File: config.mk
export PLATFORM = sky130hd
export DESIGN_NAME = eth_rx_slot_ctl
export DESIGN_NICKNAME = d
export VERILOG_FILES = /design/src/rtl/eth_rx_slot_ctl.sv
export SDC_FILE = /design/constraint.sdc
export NUM_CORES = 1
export LEC_CHECK = 0
export ABC_AREA = 1
export CAP_MARGIN = 20
export CORE_MARGIN = 8
export CORE_UTILIZATION = 42
export DETAILED_ROUTE_END_ITERATION = 16
export MAX_ROUTING_LAYER = met4
export PLACE_DENSITY_LB_ADDON = 0.1
export SYNTH_ARGS = -nofsm -noshare
export SYNTH_HDL_FRONTEND = slang
export SYNTH_SLANG_ARGS = --single-unit
File: constraint.sdc
create_clock -name clk50 -period 2.9 [get_ports clk50]
set_input_delay 0.435 -clock clk50 [delete_from_list [all_inputs] [get_ports clk50]]
set_output_delay 0.435 -clock clk50 [all_outputs]
set_load 0.01 [all_outputs]
File: src/rtl/eth_rx_slot_ctl.sv
// rtl/eth_rx_slot_ctl.sv - RMII frame admission and capture-ring slot scheduler (clk50 domain).
// Optional per-frame truncation at MAX_BYTES with out_trunc_o is enabled by defining ETH_SLOT_TRUNC_EN.
module eth_rx_slot_ctl #(
  parameter int SLOT_BITS = 10,
  parameter int MAX_BYTES = 1536
) (
  input  logic                 clk50,
  input  logic                 reset,
  input  logic                 enable_i,
  input  logic                 rxsop_i,
  input  logic                 rxeop_i,
  input  logic                 rxvalid_i,
  input  logic [7:0]           rxdata_i,
  input  logic                 release_i,
  output logic                 out_sop_o,
  output logic                 out_eop_o,
  output logic                 out_valid_o,
  output logic                 out_abort_o,
  output logic [7:0]           out_data_o,
  output logic [SLOT_BITS-1:0] slot_o,
  output logic [SLOT_BITS:0]   used_o,
  output logic                 full_o,
  output logic [15:0]          drop_count_o,
  output logic [31:0]          pkt_count_o
`ifdef ETH_SLOT_TRUNC_EN
  ,
  output logic                 out_trunc_o
`endif
);

  localparam logic [1:0] ST_IDLE = 2'd0;
  localparam logic [1:0] ST_PASS = 2'd1;
  localparam logic [1:0] ST_DROP = 2'd2;

  localparam logic [SLOT_BITS:0] DEPTH = {1'b1, {SLOT_BITS{1'b0}}};

  if (MAX_BYTES < 1 || MAX_BYTES > 4095) begin : g_bad_max_bytes
    $error("MAX_BYTES must fit the 12-bit byte counter");
  end

  logic [1:0]           state_q, state_d;
  logic [SLOT_BITS-1:0] wr_ptr_q, wr_ptr_d;
  logic [SLOT_BITS-1:0] slot_q, slot_d;
  logic [SLOT_BITS:0]   used_q, used_d;
  logic [15:0]          drop_q, drop_d;
  logic [31:0]          pkt_q, pkt_d;
  logic                 sop_q, sop_d;
  logic                 eop_q, eop_d;
  logic                 valid_q, valid_d;
  logic                 abort_q, abort_d;
  logic [7:0]           data_q, data_d;
  logic                 commit;
  logic                 drop_inc;
  logic                 fwd;
  logic                 rel_ok;

`ifdef ETH_SLOT_TRUNC_EN
  logic [11:0] byte_cnt_q, byte_cnt_d;
  logic        trunc_q, trunc_d;
  logic        out_trunc_q, out_trunc_d;
  logic        fwd_ok;
`endif

  always_comb begin
    state_d  = state_q;
    wr_ptr_d = wr_ptr_q;
    slot_d   = slot_q;
    sop_d    = 1'b0;
    eop_d    = 1'b0;
    abort_d  = 1'b0;
    commit   = 1'b0;
    drop_inc = 1'b0;
    fwd      = 1'b0;
    case (state_q)
      ST_IDLE: begin
        if (rxsop_i) begin
          if (enable_i && (used_q < DEPTH)) begin
            state_d = ST_PASS;
            sop_d   = 1'b1;
            slot_d  = wr_ptr_q;
          end else begin
            state_d  = ST_DROP;
            drop_inc = 1'b1;
          end
        end
      end
      ST_PASS: begin
        // rxeop wins over a same-cycle rxsop; that rxsop is simply discarded.
        if (rxeop_i) begin
          state_d  = ST_IDLE;
          commit   = 1'b1;
          eop_d    = 1'b1;
          fwd      = rxvalid_i;
          wr_ptr_d = wr_ptr_q + 1'b1;
        end else if (rxsop_i) begin
          state_d  = ST_IDLE;
          abort_d  = 1'b1;
          drop_inc = 1'b1;
        end else begin
          fwd = rxvalid_i;
        end
      end
      ST_DROP: begin
        if (rxeop_i) begin
          state_d = ST_IDLE;
        end else if (rxsop_i) begin
          drop_inc = 1'b1;
        end
      end
      default: state_d = ST_IDLE;
    endcase
  end

`ifdef ETH_SLOT_TRUNC_EN
  always_comb begin
    fwd_ok      = fwd && (byte_cnt_q < 12'(MAX_BYTES));
    byte_cnt_d  = byte_cnt_q;
    trunc_d     = trunc_q;
    if (sop_d) begin
      byte_cnt_d = 12'd0;
      trunc_d    = 1'b0;
    end else if (fwd_ok) begin
      byte_cnt_d = byte_cnt_q + 12'd1;
    end else if (fwd) begin
      trunc_d = 1'b1;
    end
    out_trunc_d = commit && (trunc_q || (fwd && !fwd_ok));
    valid_d     = fwd_ok;
    data_d      = fwd_ok ? rxdata_i : 8'h00;
  end
`else
  always_comb begin
    valid_d = fwd;
    data_d  = fwd ? rxdata_i : 8'h00;
  end
`endif

  always_comb begin
    rel_ok = release_i && (used_q != '0);
    used_d = used_q;
    case ({commit, rel_ok})
      2'b10:   used_d = used_q + 1'b1;
      2'b01:   used_d = used_q - 1'b1;
      default: used_d = used_q;
    endcase
    pkt_d  = pkt_q + {31'd0, commit};
    drop_d = (drop_inc && (drop_q != 16'hFFFF)) ? drop_q + 16'd1 : drop_q;
  end

  always_ff @(posedge clk50) begin
    if (reset) begin
      state_q  <= ST_IDLE;
      wr_ptr_q <= '0;
      slot_q   <= '0;
      used_q   <= '0;
      drop_q   <= 16'd0;
      pkt_q    <= 32'd0;
      sop_q    <= 1'b0;
      eop_q    <= 1'b0;
      valid_q  <= 1'b0;
      abort_q  <= 1'b0;
      data_q   <= 8'h00;
    end else begin
      state_q  <= state_d;
      wr_ptr_q <= wr_ptr_d;
      slot_q   <= slot_d;
      used_q   <= used_d;
      drop_q   <= drop_d;
      pkt_q    <= pkt_d;
      sop_q    <= sop_d;
      eop_q    <= eop_d;
      valid_q  <= valid_d;
      abort_q  <= abort_d;
      data_q   <= data_d;
    end
  end

`ifdef ETH_SLOT_TRUNC_EN
  always_ff @(posedge clk50) begin
    if (reset) begin
      byte_cnt_q  <= 12'd0;
      trunc_q     <= 1'b0;
      out_trunc_q <= 1'b0;
    end else begin
      byte_cnt_q  <= byte_cnt_d;
      trunc_q     <= trunc_d;
      out_trunc_q <= out_trunc_d;
    end
  end

  assign out_trunc_o = out_trunc_q;
`endif

  assign out_sop_o    = sop_q;
  assign out_eop_o    = eop_q;
  assign out_valid_o  = valid_q;
  assign out_abort_o  = abort_q;
  assign out_data_o   = data_q;
  assign slot_o       = slot_q;
  assign used_o       = used_q;
  assign full_o       = (used_q == DEPTH);
  assign drop_count_o = drop_q;
  assign pkt_count_o  = pkt_q;

endmodule

== After elaboration in Yosys (flattened, before gate mapping) ==
Index checks and enable logic that the tools add are counted.

* Equality and inequality tests: 9
* Muxes and demuxes: 18
* Reduce and logical (&&, ||, !) cells: 13
* $add $sub $neg: 5
* Bitwise gates (word level): 4
* Magnitude comparators: 1

{| class="wikitable"
|+ Operators with widths
! cell !! count
|-
| 32-bit by 1-bit adder with 32-bit output || 1
|-
| 11-bit one-hot mux with 2 select lines || 1
|-
| 16-bit by 1-bit adder with 16-bit output, second input constant || 1
|-
| 16-bit != test, second input constant || 1
|-
| 11-bit by 1-bit adder with 11-bit output, second input constant || 1
|-
| 11-bit == test, second input constant || 1
|-
| 11-bit less-than comparator, second input constant || 1
|-
| 11-bit nonzero test || 1
|-
| 11-bit by 1-bit subtractor with 11-bit output, second input constant || 1
|-
| 10-bit by 1-bit adder with 10-bit output, second input constant || 1
|-
| 1-bit two-way mux || 10
|-
| 2-bit two-way mux || 5
|-
| 2-bit one-hot mux with 3 select lines || 1
|-
| 3-bit AND reduction || 2
|-
| 2-bit OR reduction || 3
|-
| 2-bit by 1-bit == test with 1-bit output, second input constant || 2
|-
| 2-bit == test, second input constant || 2
|-
| 2-bit != test, second input constant || 2
|-
| 1-bit inverter || 4
|-
| 1-bit logical AND || 3
|-
| 3-bit != test, second input constant || 1
|-
| 3-bit OR reduction || 1
|-
| 2-bit logical NOT || 1
|-
| 1-bit one-hot mux with 2 select lines || 1
|-
| 2 further kinds || 2
|}

* Word-level logic and storage cells: 61
* Input bits: 15
* Output and inout port bits: 82
* Register bits: 93

== Logic depth before layout (Yosys ltp) ==
Gate-level depths: netlist of the first run.

* Word-level depth: 6
* Gate-level depth with buffers: 15
* Depth with buffers taken out: 15

== Worst setup path before layout of the first run ==
Ideal clock, no wire load.

* Path kind: register to register
* From: register used_q[0] (netlist: used_o[0])
* To: register used_q[7] (netlist: used_o[7])
* Cell stages (with the launch flop): 14
* Library setup time: 0.109 ns
* Setup slack: 0.583 ns
* Path buffers: 0
* Clock period less this slack: 2.317 ns
* Arrival time: 2.208 ns
* Required time: 2.791 ns
* Cells stage by stage: dfxtp_1 -> nor3_1 -> nand4_1 -> o31a_1 -> ha_1 -> ha_1 -> a21oi_1 -> nor2_1 -> nor2_1 -> nand2_1 -> nand2_1 -> nand3_1 -> nand2_1 -> inv_1

* Word-level cells in the longest chain between the ends: 4
* Elaborated cells between the ends (all ways): 8
* Those cells by class: add/sub (2); eq/ne (2); mux (1); reduce/logical (3)

{| class="wikitable"
|+ Ends and longest elaborated chain
! element !! line !! source
|-
| start, declared || 44 || <nowiki>logic [SLOT_BITS:0] used_q, used_d;</nowiki>
|-
| start signal, assigned || 167 || <nowiki>used_q <= used_d;</nowiki>
|-
| parallel branches: the longest is 4 deep, another holds 11-bit by 1-bit subtractor with 11-bit output || - ||
|}

Several ways; the timed one is not identified.
A chain may end at the register's enable or synchronous reset.

== Final worst setup path of the first run ==
Ends and elaborated chain as after synthesis.

==> results of run 1 <==
[flip-flops by register name (all words and copies together), names as in the netlist]
register / cells
out_abort_o: 1
out_valid_o: 1
wr_ptr_q: 10
drop_count_o: 16
used_o: 11
out_data_o: 8
state_q: 2
pkt_count_o: 32
out_sop_o: 1
out_eop_o: 1
slot_o: 10
[per-stage QoR]
| stage | instances | instance area [sq um] | util [%] |
|---|---|---|---|
| after global placement | 959 | 6040 | 52.7 |
| after detailed placement | 959 | 6040 | 52.7 |
| final | 975 | 6360 | 55.4 |
| after CTS | 975 | 6350 | 55.3 |
| after floorplan | 730 | 4940 | - |
| after global routing | 975 | 6360 | 55.4 |
[synth_stat cells, types with 2 or more instances]
master	number
nand2_1	189
nor2_1	114
dfxtp_1	93
inv_1	92
a21oi_1	49
nand3_1	40
o21ai_0	25
ha_1	18
nor3_1	16
xor2_1	15
a21oi_2	11
nand4_1	10
clkbuf_1	8
nand3b_1	8
xnor2_1	8
nand2_2	3
nand3_2	3
nor2_2	3
nor3_2	3
a21o_1	2
buf_1	2
inv_2	2
nor2_4	2
[cell families (layout without fill, tap and decap cells)]
group / Yosys count / count (layout) / synth area share, %
buf+inv: 110 / 212 / 8.84
xor+xnor: 23 / 23 / 4.08
flops: 93 / 93 / 37.7
fa+ha+maj: 19 / 19 / 4.96
compound gates: 91 / 91 / 10.4
simple gates: 394 / 394 / 34.1
[where the power goes]
group | switching [uW] | total [uW] | internal [uW]
clock | 527 | 1230 | 704
combinational | 506 | 870 | 364
sequential | 72.5 | 1420 | 1350
total | 1110 | 3520 | 2420
[timing repair]
item / in CTS / in global routing
setup endpoints to repair: 0 / 4
resized for setup: 0 / 3
hold buffers: 0 / 0
[cells in the final DEF, fill, tap and decap left out, types with 2 or more instances in the layout]
master             n
nor3_2             4
clkbuf_16          9
o21ai_0           25
nand3b_1           8
a21oi_1           47
nand4_1           10
nor2_2             3
nor3_1            15
nor2_1           114
a21oi_2           13
nand2_1          189
dfxtp_1           93
nand2_2            3
inv_2              2
inv_1             92
ha_1              17
nor2_4             2
a21o_1             2
xor2_1            15
nand3_1           40
clkdlybuf4s50_1   95
buf_4              4
nand3_2            3
inv_6              3
xnor2_1            8
[routing by layer]
metal	vias to the layer above	GRT usage (%)	wire (microns)
met5	-	-	0
met4	0	6.66	263
met3	19	4.13	616
met2	112	27.5	6000
met1	2194	21.3	6220
li1	2503	-	-
[critical path: stages (launching register included)]
cell     delay (ns)
dfxtp_1        0.37
nor3_1         0.21
nand4_1        0.19
o31a_1         0.30
ha_2           0.27
ha_1           0.38
a21oi_2        0.24
nor2_1         0.06
nor2_1         0.11
nand2_1        0.07
nand2_1        0.07
nand3_1        0.07
nand2_1        0.08
inv_1          0.03
[worst min-delay path by stage]
| stage | start | end | slack, ns | depth (start not counted) |
|---|---|---|---|---|
| floorplan | wr_ptr_q[9]$_SDFFE_PP0P_ | slot_o[9]$_SDFFE_PP0P_ | 0.45 | 2 |
| global placement | pkt_count_o[31]$_SDFF_PP0_ | pkt_count_o[31]$_SDFF_PP0_ | 0.46 | 2 |
| detailed placement | pkt_count_o[30]$_SDFF_PP0_ | pkt_count_o[30]$_SDFF_PP0_ | 0.47 | 2 |
| CTS | reset | wr_ptr_q[6]$_SDFFE_PP0P_ | 0.46 | 2 |
| global route | reset | wr_ptr_q[6]$_SDFFE_PP0P_ | 0.48 | 2 |
| finish | reset | wr_ptr_q[6]$_SDFFE_PP0P_ | 0.46 | 2 |
[layout make-up]
type,count,area [sq um]
clock buffer,11,243
multi-input combinational,527,2660
timing repair buffer,100,986
inverter,96,363
fill,1131,5110
tap,143,179
clock inverter,5,65.1
sequential,93,1860
==> qor.txt, run 1 <==
DR vias/cell -> 4.95
Top cell type's share of synthesized area -> 37.7%
Initial antenna violation count -> 0
Row count -> 39
First-pass GRT wire length -> 22400 microns
Worst Setup End Kind -> flip-flop
Async SR Flop Fraction -> 0%
Critical R2R Launch -> used_o[0]$_SDFFE_PP0P_
Worst path required time -> 3.15 ns
P per Cell Area -> 554 nW/um^2
Mapped Area -> 4940 sq um
Total grt overflow -> 0
Die H -> 124 microns
Yosys top cell by area -> dfxtp_1
Overall routed net length -> 13100 microns
Clk slew on worst S/H paths -> 0.07 ns
Worst-Skew Late Latency -> 0.35 ns
Setup TNS -> 0 ns
Largest net degree at the start of global routing -> 46
Period Utilization, post-route -> 88.0%
Synthesis-stage register bit count -> 93
# clock sinks -> 93
Synth Area per Inst -> 6.77 sq um
Worst Path Arrival -> 2.80 ns
R2R setup slack -> 0.35 ns
# setup viols final -> 0
Max_slew headroom -> 63.3%
I/O Pins -> 97
Capture point of the critical path -> used_o[7]$_SDFFE_PP0P_
Hold slack -> 0.463 ns
Top FF cell, synth -> dfxtp_1
CTS Root Cell -> clkbuf_16
PortBufs -> 96
Worst Setup Path Type -> reg -> reg
Nets -> 861
CTS tree -> done
HPWL after detailed placement -> 9910 microns
Final hold viol count -> 0
CTS Buf Count -> 9
DRT Pass-1 Iters -> 5
Crit Reg-Reg Endpoint -> used_o[7]$_SDFFE_PP0P_
Final worst slack -> 0.349 ns
DRC -> 0
Status -> completed
Syn-to-layout area delta -> 28.6%
Pwr Total -> 3520 uW
Via Count -> 4828
Max VDD drop -> 0.000407 V
Fin crit period -> 2.55 ns
Core area -> 11500 sq um
Avg WL per Cell -> 13.4 microns
CTS Buffer Depth -> 2
Share of cells above drive strength 1 -> 6.37%
Max-cap violations -> 0
CP Launch Type -> flip-flop
Antenna Cells -> 0
GP Congestion -> 0.895
Seq/Total Area, Yosys -> 37.7%
RSZ-0062 raised after global routing -> no
R2R cell count -> 13
Die area -> 15500 sq um
Syn Nets -> 764
EDFF count, synth -> 0
Crit path max fanout -> 11
GRT Util Overall -> 17.5%
Final Skew -> 0.00665 ns
Initial core utilization -> 43.1%
H-tree Lvls -> 3
Post-synthesis cell count -> 730
Worst hold path type -> in -> reg
Iteration-0 DRC Markers -> 273
Number of library cell types mapped by synthesis -> 37
Worst Tran Pin Value -> 0.551 ns
Critical Path Start -> used_o[0]$_SDFFE_PP0P_
Post-DRT Antenna Nets -> 0
Max Slew Vio Count -> 0
Synth warnings -> 0
Static Leak -> 0.00248 uW
Top cells by area, synth -> dfxtp_1 38%, nand2_1 14%, nor2_1 8.7%, inv_1 7.0%, a21oi_1 5.0%
Pre-CTS setup slack -> 0.110 ns
Max Clk Rate -> 0.392 GHz
Die W -> 124 microns
# Post-CTS Setup Buffers -> 0
Vias in the first global route -> 4715
No activity file was read; power rests on OpenSTA's default activity.
==> inputs of run 2 (changes only) <==
- SLEW_MARGIN: default -> 5
- clock period: 2.9 -> 2.4 ns (I/O delays scaled with it)
==> run 2 against run 1 <==
  * Global-route usage grew 0.58 points
  * Clock power grew 27%
  * Final area is 7.7% higher
  * Die area stayed put
  * Non-clock buffer count grew 41
  * Count of clock-buffer cells in the layout shrank 2
  * Hold slack got worse by 0.076 ns
  * Sequential share of layout area shrank 2.0 points
  * Core utilization grew 4.3 points
  * Largest power group unchanged
  * Highest routed layer unchanged
==> qor.txt, run 2 (synthesis results as in run 1) <==
Multi-input gate area -> 2820 sq um (was 2660 sq um)
Clk slew on worst S/H paths -> 0.08 ns (was 0.07 ns)
Initial core utilization -> 43.1% (unchanged)
Met2 routed WL -> 6570 microns (was 6000 microns)
PortBufs -> 96 (unchanged)
Post-DRT Antenna Nets -> 0 (unchanged)
Most frequent cells in the layout -> 183 x nand2_1, 111 x nor2_1, 94 x clkdlybuf4s50_1 (was 189 x nand2_1, 114 x nor2_1, 95 x clkdlybuf4s50_1)
GP Congestion -> 0.957 (was 0.895)
Crit-path cells -> nor3_2 -> nand4_1 -> o31a_1 -> ha_4 -> buf_4 -> ha_4 -> nand3_1 -> nand3_1 -> nand2_1 -> a21o_1 -> nand3_1 -> nand2_1 -> inv_1 (was nor3_1 -> nand4_1 -> o31a_1 -> ha_2 -> ha_1 -> a21oi_2 -> nor2_1 -> nor2_1 -> nand2_1 -> nand2_1 -> nand3_1 -> nand2_1 -> inv_1)
Status -> completed (unchanged)
WL met3 -> 755 microns (was 616 microns)
Met1 wire length -> 6440 microns (was 6220 microns)
Final Cell Area -> 6850 sq um (was 6360 sq um)
WP buf/inv -> 2 (was 1)
Worst path required time -> 2.70 ns (was 3.15 ns)
Via Count -> 4934 (was 4828)
Final hold viol count -> 0 (unchanged)
Crit path max-delay family -> simple AND/OR/NAND/NOR gates (unchanged)
Largest net degree at the start of global routing -> 46 (unchanged)
Static Leak -> 0.00274 uW (was 0.00248 uW)
DRT Pass-1 Iters -> 5 (unchanged)
RSZ-0062 raised after global routing -> yes (was no)
CTS Buffer Depth -> 2 (unchanged)
P per Cell Area -> 687 nW/um^2 (was 554 nW/um^2)
Pre-CTS setup slack -> -0.208 ns (was 0.110 ns)
Final Skew -> 0.00679 ns (was 0.00665 ns)
Area after DPL -> 6310 sq um (was 6040 sq um)
Core area -> 11500 sq um (unchanged)
DRC -> 0 (unchanged)
Hold depth -> 2 (unchanged)
FF/Latch Area -> 1870 sq um (was 1860 sq um)
H-tree Lvls -> 3 (unchanged)
Max Clk Rate -> 0.429 GHz (was 0.392 GHz)
Overall routed net length -> 13900 microns (was 13100 microns)
GRT Util Overall -> 18.1% (was 17.5%)
Cts hold-fix bufs -> 0 (unchanged)
Die W -> 124 microns (unchanged)
Post-Layout Cell Count -> 1016 (was 975)
Max_slew headroom -> 62.6% (was 63.3%)
Pwr Total -> 4700 uW (was 3520 uW)
Period Utilization, post-route -> 97.1% (was 88.0%)
HPWL after detailed placement -> 10400 microns (was 9910 microns)
Vias in the first global route -> 4799 (was 4715)
Worst Setup Path Type -> reg -> reg (unchanged)
Most frequent CP cell -> nand3_1 (was nand2_1)
Worst Path Arrival -> 2.63 ns (was 2.80 ns)
Row count -> 39 (unchanged)
CTS tree -> done (unchanged)
Worst hold path type -> in -> reg (unchanged)
First-pass GRT wire length -> 23000 microns (was 22400 microns)
CP Launch Type -> flip-flop (unchanged)
Crit path max fanout -> 7 (was 11)
CP max stage delay -> 0.34 ns (was 0.38 ns)
Nets -> 902 (was 861)
Worst Tran Pin Value -> 0.561 ns (was 0.551 ns)
Final worst slack -> 0.0706 ns (was 0.349 ns)
DR vias/cell -> 4.86 (was 4.95)
R2R cell count -> 13 (unchanged)
CTS Root Cell -> clkbuf_16 (unchanged)
Slowest-stage cell, CP -> o31a_1 (was ha_1)
Antenna Cells -> 0 (unchanged)
Worst-Skew Late Latency -> 0.35 ns (about the same)
I/O Pins -> 97 (unchanged)
Commonest non-fill, non-tap cell in the layout -> nand2_1 (unchanged)
# clock sinks -> 93 (unchanged)
Share of cells above drive strength 1 -> 13.7% (was 6.37%)
Max-cap violations -> 0 (unchanged)
Max VDD drop -> 0.000508 V (was 0.000407 V)
Worst Setup End Kind -> flip-flop (unchanged)
Top layer reached by signal wires -> met4 (unchanged)
# setup viols final -> 0 (unchanged)
Iteration-0 DRC Markers -> 314 (was 273)
Avg WL per Cell -> 13.7 microns (was 13.4 microns)
Initial antenna violation count -> 0 (unchanged)
Syn-to-layout area delta -> 38.5% (was 28.6%)
Max reg flops -> 32 (unchanged)
CTS Buf Count -> 9 (unchanged)
CP Depth -> 13 (unchanged)
Filler instances -> 1013 (was 1131)
Die H -> 124 microns (unchanged)
Total grt overflow -> 0 (unchanged)
Fin crit period -> 2.33 ns (was 2.55 ns)
Die area -> 15500 sq um (unchanged)
Max Slew Vio Count -> 0 (unchanged)
Placed Instances -> 995 (was 959)
==> run 2: changes by cell type in the layout (fill, tap and decap cells not counted), moves of 3 or more <==
cell,delta
inv_8,+3
dfxtp_2,+3
ha_4,+8
nand2_2,+5
ha_1,-8
buf_4,+40
nand2_1,-6
nor2_1,-3
dfxtp_1,-3
==> run 2: metrics by stage <==
step | TNS, ns | utilization (%) | hold slack, ns
2_1_floorplan | 0 | - | 0.451
3_3_place_gp | -1.01 | 55.0 | 0.459
3_5_place_dp | -1.12 | 55.0 | 0.471
4_1_cts | 0 | 58.0 | 0.381
5_1_grt | -0.192 | 59.7 | 0.417
6_report | 0 | 59.7 | 0.387
==> run 2: final timing paths <==
kind | startpoint | endpoint | slack (ns)
worst max-delay path | used_o[0]$_SDFFE_PP0P_ | used_o[6]$_SDFFE_PP0P_ | 0.07
worst min-delay path | reset | wr_ptr_q[6]$_SDFFE_PP0P_ | 0.39
worst max register to register | used_o[0]$_SDFFE_PP0P_ | used_o[6]$_SDFFE_PP0P_ | 0.07
worst min register to register | wr_ptr_q[9]$_SDFFE_PP0P_ | slot_o[9]$_SDFFE_PP0P_ | 0.48
==> run 2: layout make-up <==
class | count | share of cell area, %
Multi-Input combinational cell | 527 | 41.1
Sequential cell | 93 | 27.3
Timing Repair Buffer | 141 | 19.0
Inverter | 96 | 5.30
Clock buffer | 9 | 3.29
Tap cell | 143 | 2.61
Clock inverter | 7 | 1.43
==> run 2: repair_timing <==
action,4_1_cts,5_1_grt
setup buffers,0,5
pin swaps,1,8
setup endpoints to repair,6,21
resized for setup,3,33
==> run 2: power by group <==
part / switching, uW / internal, uW
clock: 711 / 847
sequential: 68.0 / 1630
combinational: 753 / 687
==> run 2: per-layer routing <==
layer	vias up	GRT usage [%]
met2	132	29.0
li1	2582	-
met4	0	5.67
met3	14	4.60
met5	-	-
met1	2206	21.7
==> inputs of run 3 (changes only) <==
- GPL_ROUTABILITY_DRIVEN: default -> 0
==> run 3 against run 2 <==
  * Critical path depth did not move
  * Via count fell by 0.45%
  * Clock power barely moved
  * Final area fell by 0.93%
  * Maximum frequency rose by 1.5%
  * First-iteration DRC count fell by 22%
  * Combinational power fell by 3%
  * Cell count fell by 0.59%
  * Worst setup slack improved by 0.034 ns
  * Global-route usage barely moved
  * Non-clock buffer count fell by 6
==> qor.txt, run 3 (synthesis results as in run 1) <==
Total grt overflow -> 0 (unchanged)
Reg power frac -> 36.7% (was 36.2%)
DR vias/cell -> 4.86 (about the same)
Final Skew -> 0.00882 ns (was 0.00679 ns)
Worst path required time -> 2.66 ns (was 2.70 ns)
Clk slew on worst S/H paths -> 0.08 ns (about the same)
GRT Util Overall -> 18.1% (about the same)
Worst Path Arrival -> 2.55 ns (was 2.63 ns)
Area after DPL -> 6290 sq um (was 6310 sq um)
Hold slack -> 0.379 ns (was 0.387 ns)
Max Clk Rate -> 0.436 GHz (was 0.429 GHz)
Avg WL per Cell -> 13.6 microns (was 13.7 microns)
Post-DRT Antenna Nets -> 0 (unchanged)
Worst Tran Pin Value -> 0.557 ns (was 0.561 ns)
Max VDD drop -> 0.000661 V (was 0.000508 V)
Worst Min Path Start -> reset (unchanged)
H-tree Lvls -> 3 (unchanged)
PortBufs -> 96 (unchanged)
First-pass GRT wire length -> 23000 microns (about the same)
Worst Setup Path Type -> reg -> reg (unchanged)
Worst Setup End Kind -> flip-flop (unchanged)
Critical R2R Launch -> used_o[0]$_SDFFE_PP0P_ (unchanged)
P per Cell Area -> 683 nW/um^2 (was 687 nW/um^2)
Max-cap violations -> 0 (unchanged)
Worst hold path type -> in -> reg (unchanged)
CP max stage delay -> 0.32 ns (was 0.34 ns)
Combinational Power Share -> 30.3% (was 30.6%)
Initial core utilization -> 43.1% (unchanged)
I/O Pins -> 97 (unchanged)
HPWL after detailed placement -> 10300 microns (was 10400 microns)
R2R setup slack -> 0.10 ns (was 0.07 ns)
Sw Ratio -> 31.9% (was 32.6%)
# setup viols final -> 0 (unchanged)
Final Cell Area -> 6780 sq um (was 6850 sq um)
Max reg flops -> 32 (unchanged)
Slowest-stage cell, CP -> dfxtp_1 (was o31a_1)
Row count -> 39 (unchanged)
Fin crit period -> 2.30 ns (was 2.33 ns)
CTS Buf Count -> 9 (unchanged)
Core area -> 11500 sq um (unchanged)
Filler instances -> 1078 (was 1013)
Max Slew Vio Count -> 0 (unchanged)
Antenna Cells -> 0 (unchanged)
Clock power frac -> 33.0% (was 33.2%)
RSZ-0062 raised after global routing -> yes (unchanged)
DRC -> 0 (unchanged)
Static Leak -> 0.00269 uW (was 0.00274 uW)
Period Utilization, post-route -> 95.7% (was 97.1%)
CTS tree -> done (unchanged)
FF/Latch Area -> 1860 sq um (was 1870 sq um)
Max_slew headroom -> 62.9% (was 62.6%)
Post-Route Utilization -> 59.1% (was 59.7%)
Pwr Total -> 4630 uW (was 4700 uW)
Commonest non-fill, non-tap cell in the layout -> nand2_1 (unchanged)
CTS Buffer Depth -> 2 (unchanged)
Crit path max fanout -> 7 (unchanged)
Overall routed net length -> 13700 microns (was 13900 microns)
Vias in the first global route -> 4762 (was 4799)
Die W -> 124 microns (unchanged)
Net switching power figure -> 1480 uW (was 1530 uW)
Nets -> 896 (was 902)
Share of cells above drive strength 1 -> 12.8% (was 13.7%)
Die area -> 15500 sq um (unchanged)
Crit-path cells -> nor3_2 -> nand4_1 -> o31a_1 -> ha_4 -> buf_6 -> ha_4 -> nand2_1 -> nor2_1 -> nand3_1 -> nand4_1 -> nand3_1 -> nand2_1 -> inv_1 (was nor3_2 -> nand4_1 -> o31a_1 -> ha_4 -> buf_4 -> ha_4 -> nand3_1 -> nand3_1 -> nand2_1 -> a21o_1 -> nand3_1 -> nand2_1 -> inv_1)
Internal power -> 3160 uW (was 3170 uW)
Setup TNS -> 0 ns (unchanged)
Critical Path Start -> used_o[0]$_SDFFE_PP0P_ (unchanged)
DRT Pass-1 Iters -> 5 (unchanged)
# clock sinks -> 93 (unchanged)
CP Launch Type -> flip-flop (unchanged)
Most frequent cells in the layout -> 187 x nand2_1, 112 x nor2_1, 94 x clkdlybuf4s50_1 (was 183 x nand2_1, 111 x nor2_1, 94 x clkdlybuf4s50_1)
Worst-Skew Late Latency -> 0.35 ns (about the same)
Status -> completed (unchanged)
Largest net degree at the start of global routing -> 46 (unchanged)
CTS Root Cell -> clkbuf_16 (unchanged)
Iteration-0 DRC Markers -> 246 (was 314)
Syn-to-layout area delta -> 37.2% (was 38.5%)
Initial antenna violation count -> 0 (unchanged)
Via Count -> 4912 (was 4934)
Die H -> 124 microns (unchanged)
Final hold viol count -> 0 (unchanged)
Multi-input gate area -> 2810 sq um (was 2820 sq um)
-- run 3: metrics by stage --
stage	instances	setup WS, ns
after global routing	1010	-0.0467
after detailed placement	992	-0.230
final	1010	0.104
after floorplan	730	0.0831
after global placement	992	-0.145
after CTS	1008	0.00112
-- run 3: per-layer routing --
metal | vias up | part of all wire [%] | wire length, microns | global-route usage (%)
met5 | - | 0 | 0 | -
met4 | 0 | 1.2 | 163 | 4.61
met3 | 16 | 4.9 | 665 | 5.19
met2 | 105 | 49 | 6690 | 29.7
met1 | 2216 | 45 | 6180 | 21.1
li1 | 2575 | - | - | -
-- run 3: path summary, 6_finish.rpt --
path | endpoint | cells after the start
min reg2reg | pkt_count_o[30]$_SDFF_PP0_ | 2
max reg2reg | used_o[9]$_SDFFE_PP0P_ | 13
min | wr_ptr_q[6]$_SDFFE_PP0P_ | 2
max | used_o[9]$_SDFFE_PP0P_ | 13
-- run 3: cell type report --
type	instances	area share [%]
Tap cell	143	2.64
Multi-Input combinational cell	527	41.4
Clock buffer	10	3.52
Timing Repair Buffer	135	18.5
Sequential cell	93	27.5
Inverter	96	5.35
Clock inverter	6	1.11
-- run 3: repair_timing --
action	4_1_cts	5_1_grt
pin swaps	2	4
gates resized for setup	7	24
hold buffers	0	0
buffers inserted	0	2
hold endpoints to repair	0	0
setup endpoints to repair	5	23
-- run 3: power groups by stage --
stage / Combinational, uW / Sequential, uW / Clock, uW
finish: 1400 / 1700 / 1530
global route: 1540 / 1710 / 1640
CTS: 1310 / 1690 / 1570
detailed placement: 1250 / 1720 / 0
global placement: 1240 / 1720 / 0
floorplan: 668 / 1770 / 0
-- run 3: critical path: cells and delay by family (launching register included) --
kind / cells / cell delay [ns]
fa+ha+maj: 2 / 0.50
buf+inv: 2 / 0.19
flops: 1 / 0.32
simple gates: 8 / 0.88
compound gates: 1 / 0.30
